### config.mk
export PLATFORM = sky130hd
export DESIGN_NAME = disp_hex_mux
export DESIGN_NICKNAME = d
export VERILOG_FILES = /design/src/rtl/disp_hex_mux.sv
export SDC_FILE = /design/constraint.sdc
export NUM_CORES = 1
export LEC_CHECK = 0
export BUFFER_PORTS_ARGS = -buffer_cell sky130_fd_sc_hd__buf_4
export CORE_ASPECT_RATIO = 0.8
export CORE_MARGIN = 1
export CORE_UTILIZATION = 51
export CTS_CLUSTER_SIZE = 20
export DETAILED_ROUTE_END_ITERATION = 12
export PLACE_DENSITY = 0.72
export SKIP_LAST_GASP = 1
export SLEW_MARGIN = 20
export SYNTH_ARGS = -nofsm -noshare
export SYNTH_HDL_FRONTEND = slang
export SYNTH_SLANG_ARGS = --single-unit
### constraint.sdc
create_clock -name clk -period 2.5 [get_ports clk]
set_clock_uncertainty 0.2 [all_clocks]
set_input_delay 0.75 -clock clk [delete_from_list [all_inputs] [get_ports clk]]
set_output_delay 0.75 -clock clk [all_outputs]
set_load 0.05 [all_outputs]
### src/rtl/disp_hex_mux.sv
// Time-multiplexed common-anode seven-segment driver with frame-aligned,
// double-buffered display updates and optional leading-zero suppression.
module disp_hex_mux #(
    parameter int N_DIGITS      = 4,
    parameter int PRESCALE_BITS = 18
) (
    input  logic                          clk,
    input  logic                          reset,
    input  logic [4*N_DIGITS-1:0]         hex_in,
    input  logic [N_DIGITS-1:0]           dp_in,
    input  logic [N_DIGITS-1:0]           blank_in,
    input  logic                          load,
    input  logic                          lz_en,
    output logic                          load_ack,
    output logic                          pending,
    output logic [N_DIGITS-1:0]           an,
    output logic [3:0]                    hex,
    output logic                          dp,
    output logic [$clog2(N_DIGITS)-1:0]   digit_idx
);

    localparam int IDX_W = $clog2(N_DIGITS);
    localparam logic [IDX_W-1:0] LAST_IDX = IDX_W'(N_DIGITS - 1);

    logic [PRESCALE_BITS-1:0]   prescaler;
    logic [IDX_W-1:0]           idx;

    logic [N_DIGITS-1:0][3:0]   stage_hex;
    logic [N_DIGITS-1:0]        stage_dp;
    logic [N_DIGITS-1:0]        stage_blank;
    logic [N_DIGITS-1:0][3:0]   disp_hex;
    logic [N_DIGITS-1:0]        disp_dp;
    logic [N_DIGITS-1:0]        disp_blank;

    logic                       tick;
    logic                       frame_end;
    logic                       commit;
    logic                       zero_run;
    logic [N_DIGITS-1:0]        lz_dark;
    logic [N_DIGITS-1:0]        dark;
    logic [N_DIGITS-1:0]        an_next;

    always_comb begin
        tick      = &prescaler;
        frame_end = tick && (idx == LAST_IDX);
        commit    = frame_end && pending;
    end

    // A digit is a leading zero when it and every digit above it show a
    // zero nibble with the decimal point off; digit 0 always stays lit.
    always_comb begin
        zero_run = 1'b1;
        lz_dark  = '0;
        for (int d = N_DIGITS - 1; d >= 0; d--) begin
            zero_run = zero_run && (disp_hex[d] == 4'h0) && disp_dp[d];
            if (d != 0) begin
                lz_dark[d] = lz_en && zero_run;
            end
        end
        dark    = disp_blank | lz_dark;
        an_next = '1;
        if (!dark[idx]) begin
            an_next[idx] = 1'b0;
        end
    end

    always_ff @(posedge clk) begin
        if (reset) begin
            prescaler <= '0;
            idx       <= '0;
        end else begin
            prescaler <= prescaler + 1'b1;
            if (tick) begin
                idx <= (idx == LAST_IDX) ? '0 : idx + 1'b1;
            end
        end
    end

    // Commit reads staging before this cycle's load overwrites it, so a load
    // on the frame_end cycle stays pending for the following frame.
    always_ff @(posedge clk) begin
        if (reset) begin
            stage_hex   <= '0;
            stage_dp    <= '1;
            stage_blank <= '0;
            disp_hex    <= '0;
            disp_dp     <= '1;
            disp_blank  <= '0;
            pending     <= 1'b0;
            load_ack    <= 1'b0;
        end else begin
            load_ack <= commit;
            if (commit) begin
                disp_hex   <= stage_hex;
                disp_dp    <= stage_dp;
                disp_blank <= stage_blank;
            end
            if (load) begin
                stage_hex   <= hex_in;
                stage_dp    <= dp_in;
                stage_blank <= blank_in;
                pending     <= 1'b1;
            end else if (commit) begin
                pending <= 1'b0;
            end
        end
    end

    always_ff @(posedge clk) begin
        if (reset) begin
            an        <= '1;
            hex       <= 4'h0;
            dp        <= 1'b1;
            digit_idx <= '0;
        end else begin
            an        <= an_next;
            hex       <= disp_hex[idx];
            dp        <= disp_dp[idx];
            digit_idx <= idx;
        end
    end

endmodule

Word-level counts from Yosys, hierarchy flattened
Index checks and enable logic that the tools add are counted.
- reduce and logical (&&, ||, !) cells: 17
- $lt $le $gt $ge: 2
- mux-type cells: 11
- $add $sub $neg: 2
- bitwise gates (word level): 2
- eq/ne operators: 1
- operator list (kind ; number):
    $add 18x1->18 const B ; 1
    $reduce_and 18->1 ; 1
    $logic_not 4->1 ; 3
    $logic_and 1x1->1 ; 11
    $bmux 4 s2 ; 1
    $mux 1 ; 5
    $bmux 1 s2 ; 2
    $mux 4 ; 1
    $not 4->4 ; 1
    $or 4x4->4 ; 1
    $lt 2x3->1 const B ; 1
    $add 2x1->2 const B ; 1
    $demux 1 s2 ; 1
    $eq 2x2->1 const B ; 1
    $ge 2x1->1 const B ; 1
    $mux 2 ; 1
    $reduce_bool 2->1 ; 1
    $reduce_or 2->1 ; 1
- input port bits: 28
- logic and storage cells: 55
- bits in registers: 81

Logic depth before layout (Yosys ltp)
- depth after elaboration: 11
- gate-level depth with buffers: 7
- gate-level depth less buffers: 5

Worst setup path after synthesis
No wires, ideal clock.
- path kind: register to register
- start: reg prescaler[0]
- end: reg idx[0]
- required time: 2.179 ns
- path slack: 0.372 ns
- arrival time: 1.807 ns
- stages on the path, launching flop included: 7
- cells stage by stage: dfxtp_1 > ha_1 > nand3_2 > or4_4 > buf_6 > nor2_1 > mux2_2
- cells in the longest elaborated chain, start to end: 1
- RTL lines (item ; line ; source):
    from (decl) ; 25 ; logic [PRESCALE_BITS-1:0] prescaler;
    from (signal assigned) ; 72 ; prescaler <= prescaler + 1'b1;
    $reduce_and 18->1 ; 44 ; tick = &prescaler;
    to (signal assigned) ; 74 ; idx <= (idx == LAST_IDX) ? '0 : idx + 1'b1;
    to (decl) ; 26 ; logic [IDX_W-1:0] idx;
Every way passes these cells.
A chain may end at the register's enable or synchronous reset.

Worst setup path after layout
- start: reg prescaler[0]
- end: reg disp_blank[2]
- cells in the longest elaborated chain, start to end: 3
- RTL lines (item ; line ; source):
    $reduce_and 18->1 ; 44 ;
    $logic_and 1x1->1 ; 45 ; frame_end = tick && (idx == LAST_IDX);
    $logic_and 1x1->1 ; 46 ; commit = frame_end && pending;
    to (signal assigned) ; 96 ; disp_blank <= stage_blank;
    to (decl) ; 33 ; logic [N_DIGITS-1:0] disp_blank;
Every way passes these cells.

==> metrics <==
number of I/O port buffers=40; Post-Syn Instances=340; Initial Utilization=0.540; core region area=a little over 0.006 mm2; global-route wire length before repair=11200 um; Placer Congestion=0.900; Hold Fails Final Rpt=0; area leader, netlist=dfxtp_1; complex-gate fraction of the synthesized area=0.120; Power, Total=2610 uW; fmax=473 MHz; # IOs=41; fin crit share=0.845; number of remaining DRC errors=0; reg-to-reg setup timing slack=0.39 ns; fin nets=just over 400; share of cells above drive strength 1=0.210; DR vias/cell=5.47; Worst Hold Class=flip-flop to flip-flop; Setup Buffers After CTS=0; drt pass-1 iters=4; Top FF cell, synth=dfxtp_1; Post-DP Area=0.00363 mm2; Worst R2R End=disp_blank[2]; post-DP HPWL=between 4000 and 5000 um; fin crit period=2.11 ns; initial antenna violation count=0; Max VDD drop=377 uV; n_diodes=0; largest net degree at the start of global routing=33; Worst Tran Pin Value=approximately 0.57 ns; number of global-route vias before repair=2340; CTS buffer count=9; Setup Viol. Count Final=0; Sequential Area=between 0.0015 and 0.002 mm2; Adder-Cell Fraction of Synth Area=0.0192; Die ar.=0.00671 mm2; CTS tree=built; post-cts resize count=0; Rows=25; setup TNS=0 ns; Detail Route Antenna Nets=0; Async SR Flop Fraction=0; main combinational cell family by area after synthesis=simple AND/OR/NAND/NOR gates; CTS clk-pin slew, worst paths=0.08 ns; H-tree levels=3; Seq/Total Area, Yosys=0.498; top-area cell type share of the netlist area=0.498; kind of critical path=flip-flop to flip-flop; syn nets=373; top cells by area, synth=dfxtp_1, mux2i_1, o21ai_0; max-cap viol count=0; Leakage=0.00152 uW; synth warn=0; Total Routed Length=6610 um; Sink Count=81; commonest cells after routing, fill and taps aside=dfxtp_1, buf_4, nor2_1; # fillers=about 530; GRT overflow=0; pwr dens=674 mW/mm2; Reg2Reg Launch Point=prescaler[0]; WHS Path Cells=1; initial drt markers=between 150 and 200; Required @ worst endpoint=2.54 ns; Critical Path Sink Type=flip-flop; mux contribution to synthesized area=0.0995; WHS Endpoint=prescaler[0]; RSZ-0062 raised after global routing=false; GR Util All Layers=0.213; post-synthesis simple-gate area fraction=0.193; Die X=91.4 um; CP arrival=2.15 ns; Avg WL per Cell=14.3 um; Worst setup SP type=flip-flop; cts hold-fix bufs=0; synthesis-to-finish area growth=19.1%; fin area=between 0.003 and 0.004 mm2; chip height=73.5 um; Clock Tree Buf Depth=2; area of the multi-input gates=0.00151 mm2; status=complete, no violations; clock root cell=clkbuf_8; Syn Area/Cell=approximately 9.6 um2; #FFs+latches synth=~80; synthesized area=0.00326 mm2; most common cell after layout, fill and taps aside=dfxtp_1; Hold Startpoint=prescaler[0]; vias=2528; Distinct cells, synth=42; Post-synth EDFFs=0; worst-skew pair later-pin latency=between 0.3 and 0.4 ns; crit-path max FO=16; R2R depth=6; max_slew headroom=0.618; final max-slew violation count=0; Post-Synth XOR/XNOR Area=0.0269
## flip-flops by register name, summed over array words and instances, names as in the netlist
register	cells
load_ack	1
pending	1
disp_dp	4
disp_hex	16
digit_idx	2
disp_blank	4
stage_blank	4
prescaler	18
idx	2
an	4
hex	4
stage_dp	4
dp	1
stage_hex	16
## logic make-up after synthesis
group,count (synthesis)
DFF,81
buffers and inverters,33
muxes,26
and+or+nand+nor,116
adders and majority gates,5
xor gates and xnor gates,10
AOI/OAI and AO/OA,69
## worst max-delay path by stage
stage               slack (ns)         start  cells past startpoint       endpoint
global route              0.22  prescaler[0]                      6    disp_hex[9]
detailed placement        0.40  prescaler[0]                      6    disp_hex[0]
floorplan                 0.37  prescaler[0]                      6         idx[0]
finish                    0.39  prescaler[0]                      6  disp_blank[2]
CTS                       0.39  prescaler[0]                      6    disp_hex[0]
global placement          0.45  prescaler[0]                      5         idx[0]
## synthesized netlist by cell type, drive strengths merged (2+ instances only)
master   n
inv     10
ha       5
xnor2    5
or2      2
and3     3
nand3   28
dfxtp   81
clkbuf  12
nor2    37
mux2i   20
or4      2
nor2b   10
o21ai   29
a21oi   27
nand2b   2
nand2    6
nor4     2
or3      7
a211o    7
buf     11
or4b     3
nor3     6
nand4    4
o211ai   2
mux4     5
xor2     5
## worst max-delay path: stages (launching register included)
cell and delay (ns):
dfxtp_1 0.38, ha_1 0.22, nand3_2 0.08, or4_4 0.60
buf_4 0.22, o21ai_0 0.21, a21oi_1 0.09
## where the power goes
group | internal [uW] | total (uW) | switching, uW
clock network | 693 | 1150 | 458
registers | 1320 | 1340 | 17.9
logic | 62.6 | 126 | 62.9
## routing by layer
metal | global-route usage | share of wire
met2 | 0.312 | 0.45
met5 | 0 | 0
met3 | 0.0528 | 0.056
met1 | 0.302 | 0.49
met4 | 0.0882 | 0.014
## layout make-up
class	count	area share
multi-input combinational	226	0.389
tap	81	0.0261
sequential	81	0.418
clock buffer	10	0.0355
inverter	10	0.00967
timing repair buffer	48	0.0929
clock inverter	6	0.0293
## stage by stage
step | util | worst slack [ns] | cells | hold slack, ns
floorplan | - | 0.372 | 340 | 0.226
global placement | 0.601 | 0.448 | 446 | 0.241
detailed placement | 0.601 | 0.399 | 446 | 0.249
CTS | 0.643 | 0.391 | 462 | 0.267
global route | 0.643 | 0.224 | 462 | 0.292
finish | 0.643 | 0.387 | 462 | 0.263
Power figures use the tool's default switching activity.
